File: config.mk
export PLATFORM = sky130hd
export DESIGN_NAME = instr_fetch_queue
export DESIGN_NICKNAME = d
export VERILOG_FILES = /design/src/rtl/instr_fetch_queue.sv
export SDC_FILE = /design/constraint.sdc
export NUM_CORES = 1
export LEC_CHECK = 0
export CAP_MARGIN = 20
export CORE_ASPECT_RATIO = 2
export CORE_MARGIN = 2
export CORE_UTILIZATION = 25
export CTS_BUF_LIST = sky130_fd_sc_hd__clkbuf_4 sky130_fd_sc_hd__clkbuf_8 sky130_fd_sc_hd__clkbuf_16
export DETAILED_ROUTE_END_ITERATION = 10
export GPL_TIMING_DRIVEN = 0
export PLACE_DENSITY = 0.51
export SLEW_MARGIN = 20
export SYNTH_ARGS = -nofsm -noshare
export SYNTH_HDL_FRONTEND = slang
export SYNTH_SLANG_ARGS = --single-unit
File: constraint.sdc
create_clock -name clk -period 6.1 [get_ports clk]
set_input_delay 1.83 -clock clk [delete_from_list [all_inputs] [get_ports clk]]
set_output_delay 1.83 -clock clk [all_outputs]
set_load 0.02 [all_outputs]
File: src/rtl/instr_fetch_queue.sv
// Instruction fetch unit with a 2-entry {pc, instr} prefetch queue sharing a
// single-port memory with the load/store path. Load/store always wins the
// memory port; fetch only uses it when the port is otherwise idle.
//
// Ports:
//   clk, rst_n               clock, synchronous active-low reset
//   fetch_en                 permits instruction fetch
//   mem_ad/mem_data/mem_we   shared memory address, write data, write enable
//   mem_rd                   memory read data (combinational from mem_ad)
//   ls_req/ls_we/ls_ad/ls_wdata  load/store request from execute
//   ls_rdata                 load data (pass-through of mem_rd)
//   redir_valid/redir_pc     branch/jump redirect
//   instr_valid/instr/instr_pc   queue head presented to decode
//   instr_ready              decode accepts the head this cycle
module instr_fetch_queue #(
  parameter int unsigned W  = 17,
  parameter int unsigned AW = 8
) (
  input  logic          clk,
  input  logic          rst_n,
  input  logic          fetch_en,
  output logic [AW-1:0] mem_ad,
  output logic [W-1:0]  mem_data,
  output logic          mem_we,
  input  logic [W-1:0]  mem_rd,
  input  logic          ls_req,
  input  logic          ls_we,
  input  logic [AW-1:0] ls_ad,
  input  logic [W-1:0]  ls_wdata,
  output logic [W-1:0]  ls_rdata,
  input  logic          redir_valid,
  input  logic [AW-1:0] redir_pc,
  output logic          instr_valid,
  output logic [W-1:0]  instr,
  output logic [AW-1:0] instr_pc,
  input  logic          instr_ready
);

  localparam int unsigned CW = 2;

  logic [AW-1:0] r_pc;
  logic [CW-1:0] r_count;
  logic          r_wr_ptr;
  logic          r_rd_ptr;
  logic [W-1:0]  r_data [0:1];
  logic [AW-1:0] r_pcq  [0:1];

  logic w_pop;
  logic w_fetch;

  // Shared memory port: load/store has unconditional priority.
  assign mem_ad   = ls_req ? ls_ad : r_pc;
  assign mem_we   = ls_req & ls_we;
  assign mem_data = ls_wdata;
  assign ls_rdata = mem_rd;

  // Queue head straight from the storage registers.
  assign instr_valid = (r_count != CW'(0));
  assign instr       = r_data[r_rd_ptr];
  assign instr_pc    = r_pcq[r_rd_ptr];

  assign w_pop   = instr_valid & instr_ready;
  // A full queue may still accept a push when the head leaves this cycle.
  assign w_fetch = fetch_en & ~ls_req & ~redir_valid &
                   ((r_count < CW'(2)) | w_pop);

  // Control state: pc, pointers and occupancy.
  always_ff @(posedge clk) begin
    if (!rst_n) begin
      r_pc     <= '0;
      r_count  <= '0;
      r_wr_ptr <= 1'b0;
      r_rd_ptr <= 1'b0;
    end else if (redir_valid) begin
      // Redirect flushes the queue; any pop/push this cycle is discarded.
      r_pc     <= redir_pc;
      r_count  <= '0;
      r_wr_ptr <= 1'b0;
      r_rd_ptr <= 1'b0;
    end else begin
      if (w_fetch) begin
        r_pc     <= r_pc + AW'(1);
        r_wr_ptr <= ~r_wr_ptr;
      end
      if (w_pop) begin
        r_rd_ptr <= ~r_rd_ptr;
      end
      case ({w_fetch, w_pop})
        2'b10:   r_count <= r_count + CW'(1);
        2'b01:   r_count <= r_count - CW'(1);
        default: r_count <= r_count;
      endcase
    end
  end

  // Queue payload; no reset needed since occupancy qualifies it. When full
  // with a simultaneous pop, wr_ptr equals rd_ptr so the leaving head's slot
  // is the one overwritten.
  always_ff @(posedge clk) begin
    if (rst_n && w_fetch) begin
      r_data[r_wr_ptr] <= mem_rd;
      r_pcq[r_wr_ptr]  <= r_pc;
    end
  end

endmodule

* Word level (Yosys, flattened, before mapping) *
Memories as Yosys holds them, arrays and structs flattened. A register that Yosys moved wholly into a read port is not among the register bits.
Cells that the tools add are included.

storage, ports and cells
  flip-flop bits (word level) = 12
  memory bits (read-only) = 0
  output and inout bits = 69
  input bits = 57
  bits in writable memories = 50
  bits in latches = 0
  word-level logic and storage cells = 38
  memories = 2

memory list
  memory  words  bits a word  rd ports  clocked after Yosys merged registers in  wr ports  line  text
  r_data  2      17           1         1                                        1         45    logic [W-1:0] r_data [0:1];
  r_pcq   2      8            1         1                                        1         46    logic [AW-1:0] r_pcq [0:1];

operators by class
  equality and inequality tests = 2
  $add $sub $neg = 3
  reductions and logical operators = 5
  multiplexer cells = 10
  multiply operators = 0
  magnitude comparators = 1
  shift-type cells = 0
  div/mod/pow operators = 0
  bitwise gates (word level) = 11

operator list
  cell                                                  number
  two-way mux 8 bit                                     3
  adder 8 x 1 -> 8 bit (second input constant)          1
  two-way mux 1 bit                                     6
  nonzero test 2 bit                                    3
  bitwise AND 1 bit                                     5
  NOT 1 bit                                             5
  one-hot mux 2 bit (2 select lines)                    1
  adder 2 x 1 -> 2 bit (second input constant)          1
  equality test 2 x 1 -> 1 bit (second input constant)  1
  equality test 2 bit (second input constant)           1
  < comparator 2 bit (second input constant)            1
  OR reduction 2 bit                                    1
  subtractor 2 x 1 -> 2 bit (second input constant)     1
  logical AND 1 bit                                     1
  bitwise OR 1 bit                                      1

* Longest topological paths before layout *
Gate-level depths: netlist (run 1).

  word-level depth = 7
  depth in mapped cells = 8
  depth with buffers taken out = 7

* Worst setup path after synthesis (run 1) *
OpenSTA, ideal clock, no wires.

  path kind = input to register
  start = input ls_req
  end = memory r_data[0][0] (enable)
  buffers on the path = 1
  arrival = 4.669 ns
  setup time = 0.470 ns
  slack = 0.960 ns
  stages = 3
  data required time = 5.630 ns
  cells stage by stage = buf_6 > nand2b_4 > nor4_1

on the way
  cells in the longest elaborated chain, start to end = 7

RTL lines
  what                                     line  text
  start, declared                          26    input logic ls_req,
  NOT 1 bit                                64    assign w_fetch = fetch_en & ~ls_req & ~redir_valid &
  bitwise AND 1 bit (3 in series)          64
  logical AND 1 bit                        100   if (rst_n && w_fetch) begin
  two-way mux 1 bit                        100
  two-way mux 1 bit (implied by the code)  101   r_data[r_wr_ptr] <= mem_rd;
  end, declared                            45

Every way passes these cells.

* Final worst setup path (run 1) *
  start = input mem_rd[13]
  end = output ls_rdata[13]

RTL lines
  what             line  text
  start, declared  25    input logic [W-1:0] mem_rd,
  end, declared    30    output logic [W-1:0] ls_rdata,

No word-level cell between the ends.

==> qor.txt, run 1 <==
clk_lat worst skew - 0.32 ns
Hold Path Stages - 2
GRT overflow - 0
Cell variety after synth - 41
vias in the first global route - 1981
r2r worst-path depth - 5
Max clock buf depth - 2
VDD IR max - 141 uV
GP Congestion - 0.706
Max stage delay on crit path - 0.59 ns
power per cell area - 243 nW/um2
Period minus WS final - 4.92 ns
worst hold endpoint - r_count[1]
Post-Synthesis Net Count - 260
Root Buffer Master - clkbuf_16
Final Non-Filler Cells - 469
Final Routed Wirelength - 6590 um
DRC Markers - 0
CTS buffer count - 9
Main synth FF type - edfxtp_1
Most Frequent Cell on Critical Path - clkdlybuf4s50_1
CP Capture Type - primary output
clock slew at reported path FFs - 0.05 ns
synthesis-stage register bit count - 63
maximum clock frequency - 0.203 GHz
I/O Pins - 126
Post-CTS Repair Setup Buffers - 0
main combinational cell family by area after synthesis - multiplexers
largest net degree at the start of global routing - 26
Core Rows - 55
final hold vios - 0
via count - 1935
Slew HR - 54.7%
HP Start - r_count[1]
post-synthesis adder-cell area fraction - 0.864%
Worst EP arrival - 3.09 ns
placed cells - 453
CTS tree - yes
Post-Synth XOR/XNOR Area - 2.72%
DRT Pass-1 Iters - 4
synthesized cell area - 2900 um2
first-pass GRT wire length - 10100 um
wire length per cell - 14.0 um
WS Path Type - input pin to primary output
worst path cell trace - clkdlybuf4s50_1 > buf_4 > clkdlybuf4s50_1
simple logic cell fraction of the synthesized area - 8.08%
Setup Skew - 0.00328 ns
r2r startpoint - r_count[1]
Post-Syn Instances - 201
LEAKAGE - 1.60 nW
Tot Pwr - 1.08 mW
initial antenna violation count - 0
cts repair resizes - 0
Worst R2R End - r_data[0][13]
Setup violations, final - 0
Slew Viols, Final - 0
Crit Path Max Fanout - 3
Slew @ Worst Pin - 0.675 ns
critical path's slowest cell - clkdlybuf4s50_1
Compound-Gate Fraction of Synth Area - 3.46%
Die Width - 80.1 um
fraction of registers with async set/reset - 0%
antenna-violating nets left - 0
clk sink count - 63
Iter 0 DRT Violations - 57
sequential area share after synthesis - 60.8%
Vias/cell - 4.13
area grow syn2layout - 53.1%
Final #Nets - 381
status - finished clean
post-synthesis mux area share - 13.6%
Max Cap Viol - 0
worst hold path class - register to register
Mean Syn Cell Area - 14.4 um2
crit path launch type - input pin
n_diodes - 0
Core Area - 11300 um2
CP required - 4.27 ns
number of port buffers - 106
Post-synth EDFFs - 50
htree depth - 3
YS warnings - 0
Initial Utilization - 25.7%
DIE HEIGHT - 156 um
die area - 12500 um2
HPWL Detailed - 5100 um
unrepaired setup endpoints after global routing - false
Reg2Reg Setup Slack - 4.08 ns
gr usage total - 10.9%
Final Cycle Share - 80.7%
hold buffers post-CTS - 0
share of cells above drive strength 1 - 30.9%
-- layer usage --
layer | track usage (%) | part of all wire (%) | wire (um)
met1 | 10.2 | 33 | 2190
met2 | 21.4 | 60 | 3970
met3 | 1.85 | 4.3 | 285
met4 | 6.05 | 2.2 | 148
met5 | 0 | 0 | 0
-- power by group --
group          leakage (nW)  total (mW)  switching (mW)  internal, mW
clock                 0.137       0.449           0.155         0.294
sequential            0.564       0.483         0.00912         0.474
combinational         0.898       0.147          0.0610        0.0862
total                  1.60        1.08           0.225         0.854
-- state kept, by name, summed over array words and instances, names as in the netlist, named ones only --
signal    flops
r_count       2
r_data       34
r_wr_ptr      1
r_pc          8
r_rd_ptr      1
r_pcq        16
-- layout by cell type (no fill, tap or decap), drive strengths merged, types with 2 or more instances in the layout --
cell type / n
nor3: 3
nand2b: 3
edfxtp: 50
clkdlybuf4s50: 106
clkbuf: 17
nor3b: 2
and2: 2
o21ai: 7
ha: 2
a31oi: 2
xnor2: 7
nor2: 5
clkinv: 2
buf: 43
nand3: 4
nand2: 3
mux2: 34
nor4: 2
a21oi: 5
dfxtp: 13
xor2: 2
-- critical path: cells and delay by family --
family	cells	cell delay, ns
buf+inv	3	1.26
-- worst max path at each step --
stage | from | cells after the start | end
after floorplan | ls_req | 3 | r_data[0][0]
after CTS | mem_rd[13] | 3 | ls_rdata[13]
after global routing | mem_rd[12] | 3 | ls_rdata[12]
after detailed placement | mem_rd[12] | 3 | ls_rdata[12]
final | mem_rd[13] | 3 | ls_rdata[13]
after global placement | redir_valid | 4 | r_data[0][5]
-- synthesized netlist by cell type (all sizes together), types with 2 or more instances --
cell | count | area share (%)
edfxtp | 50 | 52
buf | 39 | 10
mux2 | 34 | 13
dfxtp | 13 | 9.0
o21ai | 7 | 1.2
xnor2 | 7 | 2.1
a21oi | 5 | 0.86
nor2 | 5 | 0.91
nand3 | 4 | 0.69
clkbuf | 3 | 0.39
nand2 | 3 | 0.39
nand2b | 3 | 0.91
nor3 | 3 | 0.86
a31oi | 2 | 0.43
and2 | 2 | 0.48
ha | 2 | 0.86
nor3b | 2 | 0.91
nor4 | 2 | 0.95
xor2 | 2 | 0.60
-- cells by family after synthesis --
family | after synthesis
flip-flops | 63
buffers and inverters | 43
multiplexers | 35
AND/OR/NAND/NOR | 32
AO/OA/AOI/OAI | 17
XOR/XNOR | 9
adder cells (fa/ha/maj) | 2
-- final cells by class --
cell class | count | area (um2)
clock buffer | 14 | 263
inverter | 1 | 3.75
tap | 142 | 178
clock inverter | 2 | 7.51
sequential | 63 | 1760
fill | 1115 | 6850
buffer | 42 | 300
multi-input combinational | 95 | 838
timing repair buffer | 110 | 1080
-- through the flow --
| stage | hold WS [ns] | utilization [%] | setup slack, ns | setup TNS (ns) | area (um2) |
|---|---|---|---|---|---|
| after floorplan | 0.463 | - | 0.960 | 0 | 2900 |
| final | 0.504 | 39.3 | 1.18 | 0 | 4440 |
| after global routing | 0.532 | 39.3 | 1.14 | 0 | 4440 |
| after detailed placement | 0.497 | 36.9 | 1.18 | 0 | 4170 |
| after global placement | 0.476 | 36.6 | -1.29 | -32.27 | 4140 |
| after CTS | 0.506 | 39.3 | 1.17 | 0 | 4440 |
(Power assumes the default switching activity.)
==> inputs of run 2 (changes only) <==
==> constraint.sdc (replaced) <==
create_clock -name clk -period 4.6 [get_ports clk]
set_input_delay 1.38 -clock clk [delete_from_list [all_inputs] [get_ports clk]]
set_output_delay 1.38 -clock clk [all_outputs]
set_load 0.02 [all_outputs]
==> run 2 against run 1 <==
Net effect:
- flip-flop and latch count is the same
- worst setup slack lost 0.59 ns
- global-route usage is essentially flat
- wire length is essentially flat
- utilization grew 0.33 points
- total power grew 36%
- hold slack gained 0.00093 ns
- combinational power grew 33%
- critical path depth is the same
- critical path type unchanged
- critical endpoint is now ls_rdata[16]
==> qor.txt, run 2 (same netlist as run 1, synthesis figures left out) <==
status - finished clean (unchanged)
Final Cycle Share - 87.1%
antenna-violating nets left - 0 (unchanged)
clock slew at reported path FFs - 0.05 ns (about the same)
power per cell area - 329 nW/um2 (was 243 nW/um2)
Metal-1 WL - 2240 um (was 2190 um)
Final Routed Wirelength - 6590 um (about the same)
first-pass GRT wire length - 10100 um (about the same)
sequential share of power - 43.6% (was 44.8%)
Reg2Reg Setup Slack - 2.75 ns (was 4.08 ns)
cts repair resizes - 0 (unchanged)
CTS buffer count - 9 (unchanged)
CP Capture Type - primary output (unchanged)
Die Width - 80.1 um (unchanged)
TNS Setup - 0 ns (unchanged)
WL met3 - 320 um (was 285 um)
Max clock buf depth - 2 (unchanged)
HPWL Detailed - 4990 um (was 5100 um)
Final Non-Filler Cells - 468 (was 469)
Slew HR - 56.8% (was 54.7%)
worst hold slack - 0.505 ns (was 0.504 ns)
Post-CTS Repair Setup Buffers - 0 (unchanged)
htree depth - 3 (unchanged)
Sw Share - 21.1% (was 20.9%)
largest net degree at the start of global routing - 26 (unchanged)
DRT Pass-1 Iters - 4 (unchanged)
GP Congestion - 0.698 (was 0.706)
crit path launch type - input pin (unchanged)
Fillers - 1131 (was 1115)
combinational share of power - 13.3% (was 13.6%)
vias in the first global route - 1941 (was 1981)
worst path cell trace - clkdlybuf4s50_1 > buf_4 > clkdlybuf4s50_1 (unchanged)
Period minus WS final - 4.01 ns
number of port buffers - 106 (unchanged)
placed inst area - 4190 um2 (was 4170 um2)
Max Cap Viol - 0 (unchanged)
Most Frequent Cell on Critical Path - clkdlybuf4s50_1 (unchanged)
I/O Pins - 126 (unchanged)
critical path's slowest cell - clkdlybuf4s50_1 (unchanged)
LEAKAGE - 1.61 nW (was 1.60 nW)
worst hold path class - register to register (unchanged)
clk_lat worst skew - 0.32 ns (about the same)
Core Rows - 55 (unchanged)
switching power - 310 uW (was 225 uW)
placed cells - 452 (was 453)
met2 WL post-DR - 3900 um (was 3970 um)
Final #Nets - 380 (was 381)
most frequent cells in the layout - clkdlybuf4s50_1 (106), edfxtp_1 (50), buf_4 (36) (unchanged)
initial antenna violation count - 0 (unchanged)
share of cells above drive strength 1 - 31.3% (was 30.9%)
Setup violations, final - 0 (unchanged)
hold buffers post-CTS - 0 (unchanged)
Initial Utilization - 25.7% (unchanged)
Setup Skew - 0.00436 ns (was 0.00328 ns)
internal power - 1.16 mW (was 854 uW)
Regs by FF count - r_data (34), r_pcq (16), r_pc (8) (unchanged)
Top reg by flops - r_data (unchanged)
GRT overflow - 0 (unchanged)
commonest non-fill, non-tap cell in the layout - clkdlybuf4s50_1 (unchanged)
Root Buffer Master - clkbuf_16 (unchanged)
maximum clock frequency - 0.249 GHz
DIE HEIGHT - 156 um (unchanged)
DR top layer - met4 (unchanged)
Clock power frac - 43.1% (was 41.6%)
final hold vios - 0 (unchanged)
WS Path Type - input pin to primary output (unchanged)
VDD IR max - 198 uV (was 141 uV)
Max stage delay on crit path - 0.60 ns (was 0.59 ns)
DRC Markers - 0 (unchanged)
CTS tree - yes (unchanged)
area grow syn2layout - 54.4% (was 53.1%)
unrepaired setup endpoints after global routing - false (unchanged)
Core Area - 11300 um2 (unchanged)
via count - 1935 (unchanged)
Slew @ Worst Pin - 0.648 ns (was 0.675 ns)
Worst EP arrival - 2.63 ns (was 3.09 ns)
Vias/cell - 4.13 (about the same)
die area - 12500 um2 (unchanged)
CP required - 3.22 ns (was 4.27 ns)
Final Instance Area - 4470 um2 (was 4440 um2)
wire length per cell - 14.1 um (was 14.0 um)
clk sink count - 63 (unchanged)
Crit Path Max Fanout - 3 (unchanged)
n_diodes - 0 (unchanged)
Slew Viols, Final - 0 (unchanged)
Iter 0 DRT Violations - 71 (was 57)
max FFs per register - 34 (unchanged)
gr usage total - 10.9% (about the same)
run 2: path summary, 6_finish.rpt:
| check | start | to | depth (start not counted) |
|---|---|---|---|
| min reg2reg | r_count[1] | r_count[1] | 2 |
| min | r_count[1] | r_count[1] | 2 |
| max reg2reg | r_count[1] | r_data[1][6] | 4 |
| max | mem_rd[16] | ls_rdata[16] | 3 |
run 2: layout make-up:
class	instances	area, um2	share of cell area [%]
buffer	42	300	6.71
tap	142	178	3.97
multi-input combinational	95	847	18.9
clock buffer	15	283	6.32
sequential	63	1760	39.4
timing repair buffer	109	1090	24.5
inverter	1	3.75	0.0839
clock inverter	1	5.00	0.112
run 2: worst max-delay path, delay by kind of cell:
| kind | cells | cell delay (ns) |
|---|---|---|
| buffers and inverters | 3 | 1.25 |
run 2: per-layer routing:
layer | up-vias | track usage, %
li1 | 939 | -
met1 | 919 | 10.7
met2 | 70 | 20.6
met3 | 7 | 2.83
met4 | 0 | 5.17
met5 | - | 0
run 2: through the flow:
stage / total power, mW / worst slack [ns] / util (%)
CTS: 1.50 / 0.576 / 39.6
global placement: 0.846 / -0.582 / 36.7
global route: 1.53 / 0.557 / 39.6
finish: 1.47 / 0.591 / 39.6
detailed placement: 0.850 / 0.572 / 37.1
floorplan: 0.747 / 0.957 / -
run 2: power by group through the flow:
stage	Clock (mW)	Sequential [mW]	Combinational, mW
after CTS	0.657	0.641	0.199
after global routing	0.682	0.642	0.209
after floorplan	0	0.647	0.0995
after detailed placement	0	0.652	0.198
final	0.633	0.641	0.196
after global placement	0	0.652	0.194
==> inputs of run 3 (changes only) <==
--- a/config.mk
+++ b/config.mk
@@ -13,6 +13,7 @@
 export DETAILED_ROUTE_END_ITERATION = 10
 export GPL_TIMING_DRIVEN = 0
 export PLACE_DENSITY = 0.51
+export SETUP_SLACK_MARGIN = 0.3
 export SLEW_MARGIN = 20
 export SYNTH_ARGS = -nofsm -noshare
 export SYNTH_HDL_FRONTEND = slang
==> constraint.sdc (replaced) <==
create_clock -name clk -period 4.9 [get_ports clk]
set_input_delay 1.47 -clock clk [delete_from_list [all_inputs] [get_ports clk]]
set_output_delay 1.47 -clock clk [all_outputs]
set_load 0.02 [all_outputs]
==> results of run 3 <==
Same layout as run 2 (identical final DEF). Status: finished clean.
Main changes from that run: setup slack after placement 0.572 ns -> 0.692 ns; setup slack after layout 0.591 ns -> 0.711 ns; register-to-register setup slack 2.75 ns -> 3.05 ns; total power 1.47 mW -> 1.38 mW; worst IR drop on VDD 198 uV -> 186 uV
==> RTL change 1, RTL diff (settings of run 2) <==
Change the parameter `W` from 17 to 34.
--- a/src/rtl/instr_fetch_queue.sv
+++ b/src/rtl/instr_fetch_queue.sv
@@ -13,7 +13,7 @@
 //   instr_valid/instr/instr_pc   queue head presented to decode
 //   instr_ready              decode accepts the head this cycle
 module instr_fetch_queue #(
-  parameter int unsigned W  = 17,
+  parameter int unsigned W  = 34,
   parameter int unsigned AW = 8
 ) (
   input  logic          clk,
Interface: changed (5 resized); port bits go from 126 to 211. No check against the original RTL was run, so the function may have changed too.
==> RTL change 1 against run 2 <==
  * Count of clock-buffer cells in the layout fell by 5
  * Design area rose by 50%
  * First-iteration DRC count did not move
  * Synthesized area rose by 51%
  * Via count rose by 48%
  * Wire length rose by 65%
  * Worst hold slack improved by 0.0076 ns
  * Setup slack got worse by 0.027 ns
  * Total power rose by 35%
  * Sequential cell count rose by 34
  * Die area rose by 49%
  * Utilization fell by 0.53 points
  * Largest cell class unchanged
==> RTL change 1: results <==
group,metric,value,unit
run_status,status,"complete, no violations",
floorplanning,die_x,97.4,µm
place,placed_area,0.00644,mm²
final_layout,num-multi-input-gates,112,
timing,slew_headroom,62.2,%
timing,whs,0.512,ns
global_route,grt_max_degree,23,
final_layout,num-nets-final,571,
logic_synthesis,muxShareOfSynthArea,13.4,%
place,gp_congestion,0.764,
critical_path,critical_path_arrival,2.66,ns
global_route,grt_pass1_wl,16500,µm
drt,via_count,2858,
final_layout,reg_top3,"r_data x68, r_pcq x16, r_pc x8",
final_layout,buffers,257,
timing,fin_skew,0.00889,ns
logic_synthesis,syn_nets,381,
final_layout,fillerInstances,1632,
place,portBuffers,174,
final_layout,seq_cell_count,97,
final_layout,clkbuf_count,10,
final_layout,drive_gt1_share,32.3,%
clock_tree,clk_latency,0.34,ns
final_layout,seq_area,0.00278,mm²
logic_synthesis,synth_edf_count,84,
logic_synthesis,synth_seq_area_share,63.8,%
final_layout,clk_share,4.10,%
power,internal_power,1.52,mW
logic_synthesis,synth_compound_area_share,2.29,%
logic_synthesis,synthXorXnorAreaFrac,1.81,%
global_route,grt_use_total,11.6,%
logic_synthesis,synth_cell_types,39,
power,irDropWorstVdd,0.158,mV
logic_synthesis,synthAdderAreaFrac,0.574,%
RTL change 1: worst max-delay path by stage:
stage / start / to / depth (start not counted)
6_report: mem_rd[19] / ls_rdata[19] / 3
5_1_grt: mem_rd[29] / ls_rdata[29] / 3
4_1_cts: mem_rd[19] / ls_rdata[19] / 3
3_5_place_dp: mem_rd[19] / ls_rdata[19] / 3
3_3_place_gp: redir_valid / r_data[0][16]$_DFFE_PP_ / 4
2_1_floorplan: ls_req / r_data[0][0]$_DFFE_PP_ / 3
RTL change 1: kinds of logic after synthesis:
group / Yosys count
multiplexers: 52
adder cells (fa/ha/maj): 2
buffers and inverters: 79
XOR/XNOR: 9
flip-flops: 97
AO/OA/AOI/OAI: 17
AND/OR/NAND/NOR: 32
RTL change 1: routing by layer:
metal	wire length [µm]	vias to the layer above	global-route usage, %
li1	-	1367	-
met1	3560	1357	10.8
met2	6580	127	23.8
met3	533	7	2.49
met4	176	0	4.54
met5	0	-	0
==> RTL change 2, RTL diff (flow settings as in run 2) <==
Without the edit above. Make the reset (`rst_n`) asynchronous in one clocked block. Comments in the files are not updated.
--- a/src/rtl/instr_fetch_queue.sv
+++ b/src/rtl/instr_fetch_queue.sv
@@ -65,7 +65,7 @@
                    ((r_count < CW'(2)) | w_pop);
 
   // Control state: pc, pointers and occupancy.
-  always_ff @(posedge clk) begin
+  always_ff @(posedge clk or negedge rst_n) begin
     if (!rst_n) begin
       r_pc     <= '0;
       r_count  <= '0;
Behaviour: differs if rst_n is asserted again (counterexample within 4 cycles, from zero or initial values and one cycle with rst_n low); with rst_n held inactive, the same outputs for 4 cycles.
==> RTL change 2 against run 2 <==
  * Synthesized area decreased by 2.1%
  * Setup slack got worse by 0.48 ns
  * Wire length decreased by 0.90%
  * Design area decreased by 0.84%
  * Total power increased by 7.5%
  * Via count decreased by 0.26%
  * Sequential cell count decreased by 1
  * Highest routed layer unchanged
  * Critical path depth increased by 1
  * Clock power increased by 11%
  * First-iteration DRC count decreased by 2.8%
==> RTL change 2: results <==
group,metric,value,unit
logic_synthesis,async_flop_share,19.4,%
logic_synthesis,synth_seq_area_share,63.5,%
hold_path,holdPathEnd,"r_pcq[1][7]$_DFFE_PP_",
global_route,grt_pass1_wl,10300,µm
critical_path,critical_path_arrival,3.11,ns
drt,via_count,1930,
drt,drt_wl_total,6530,µm
logic_synthesis,synthTopCellsByArea,"edfxtp_1, mux2_2, dfrtp_1, buf_4, xnor2_1",
place,portBuffers,107,
hold_path,hold_depth,0,
hold_path,holdCritStartpoint,"r_pc[7]$_DFFE_PN0P_",
power,irDropWorstVdd,0.168,mV
critical_path,reg2reg_to,"r_data[0][15]$_DFFE_PP_",
logic_synthesis,synth_cell_types,33,
drt,drt_iter0_drc,69,
logic_synthesis,syn_nets,258,
global_route,grt_max_degree,26,
logic_synthesis,synthTopCellsByCount,"edfxtp_1, buf_4, mux2_2",
drt,first_pass_iters,4,
critical_path,slowest_delay,0.54,ns
critical_path,cp_max_fo,10,
final_layout,reg_top3,"r_data x34, r_pcq x16, r_pc x8",
clock_tree,cts_buffers,9,
critical_path,worst-r2r-setup-slack,2.19,ns
critical_path,rr_worst_depth,4,
run_status,status,"complete, no violations",
final_layout,drive_gt1_share,27.1,%
global_route,grt_pass1_vias,2056,
power,p_leak,1.61,nW
timing,slew_headroom,50.5,%
critical_path,r2r_start,"r_count[1]$_DFFE_PN0P_",
timing,fin_skew,0.00382,ns
place,detailed_place_hpwl,4920,µm
clock_tree,cts_resized,1,
place,gp_congestion,0.683,
## RTL change 2: cell types whose count changed in the layout (fill, tap and decap cells not counted), moves of 3 or more
cell,before,now
mux2_2,34,31
o21ai_0,6,12
nand2_1,3,11
dfrtp_1,0,12
clkbuf_4,4,0
a21oi_1,5,2
dfxtp_1,13,0
## RTL change 2: layout make-up
cell class | count | share of cell area [%]
buffer | 41 | 6.54
tap | 142 | 4.01
clock buffer | 9 | 5.08
inverter | 3 | 0.254
timing repair buffer | 109 | 24.6
clock inverter | 7 | 2.00
multi-input combinational | 94 | 16.9
sequential | 62 | 40.6
## RTL change 2: logic make-up after synthesis
group                    after synthesis  share of synthesized area (%)
AND/OR/NAND/NOR                       35                           6.84
AO/OA/AOI/OAI                         18                           3.49
buffers and inverters                 44                           10.6
flip-flops                            62                           63.5
adder cells (fa/ha/maj)                1                          0.441
XOR/XNOR                               8                           2.47
multiplexers                          32                           12.7
## RTL change 2: worst max-delay path by stage
stage / from / to / slack, ns / cells past startpoint
4_1_cts: ls_req / mem_ad[0] / 0.08 / 4
3_5_place_dp: ls_req / mem_ad[0] / -0.18 / 4
2_1_floorplan: ls_req / r_data[0][0]$_DFFE_PP_ / 0.62 / 4
3_3_place_gp: ls_req / r_data[0][10]$_DFFE_PP_ / -1.04 / 5
6_report: ls_req / mem_ad[2] / 0.11 / 4
5_1_grt: ls_req / mem_ad[0] / 0.02 / 4
## RTL change 2: stage by stage
step | hold WS [ns] | area, µm² | setup TNS, ns | worst slack (ns) | cells
2_1_floorplan | 0.476 | 2840 | 0 | 0.623 | 200
3_3_place_gp | 0.516 | 4090 | -27.09 | -1.04 | 449
3_5_place_dp | 0.540 | 4120 | -1.02 | -0.177 | 451
4_1_cts | 0.555 | 4440 | 0 | 0.0811 | 467
5_1_grt | 0.571 | 4440 | 0 | 0.0211 | 467
6_report | 0.544 | 4440 | 0 | 0.109 | 467
## RTL change 2: per-layer routing
metal  vias to the layer above  GRT usage (%)  wire length (µm)
li1                        931              -                 -
met1                       912           10.8              2240
met2                        80           21.4              3810
met3                         7           2.51               320
met4                         0           6.40               155
met5                         -              0                 0
## RTL change 2: worst reg2reg max path, stage by stage, from the launching register on
cell and delay [ns]:
dfrtp_1 0.40, nor2b_1 0.22, nor2_1 0.37, nor4bb_4 0.79, buf_4 0.33
## RTL change 2: report_power, final
group / switching [mW] / internal (mW) / leakage (nW) / total, mW
sequential: 0.0157 / 0.626 / 0.603 / 0.641
clock: 0.232 / 0.469 / 0.149 / 0.702
combinational: 0.103 / 0.134 / 0.861 / 0.238
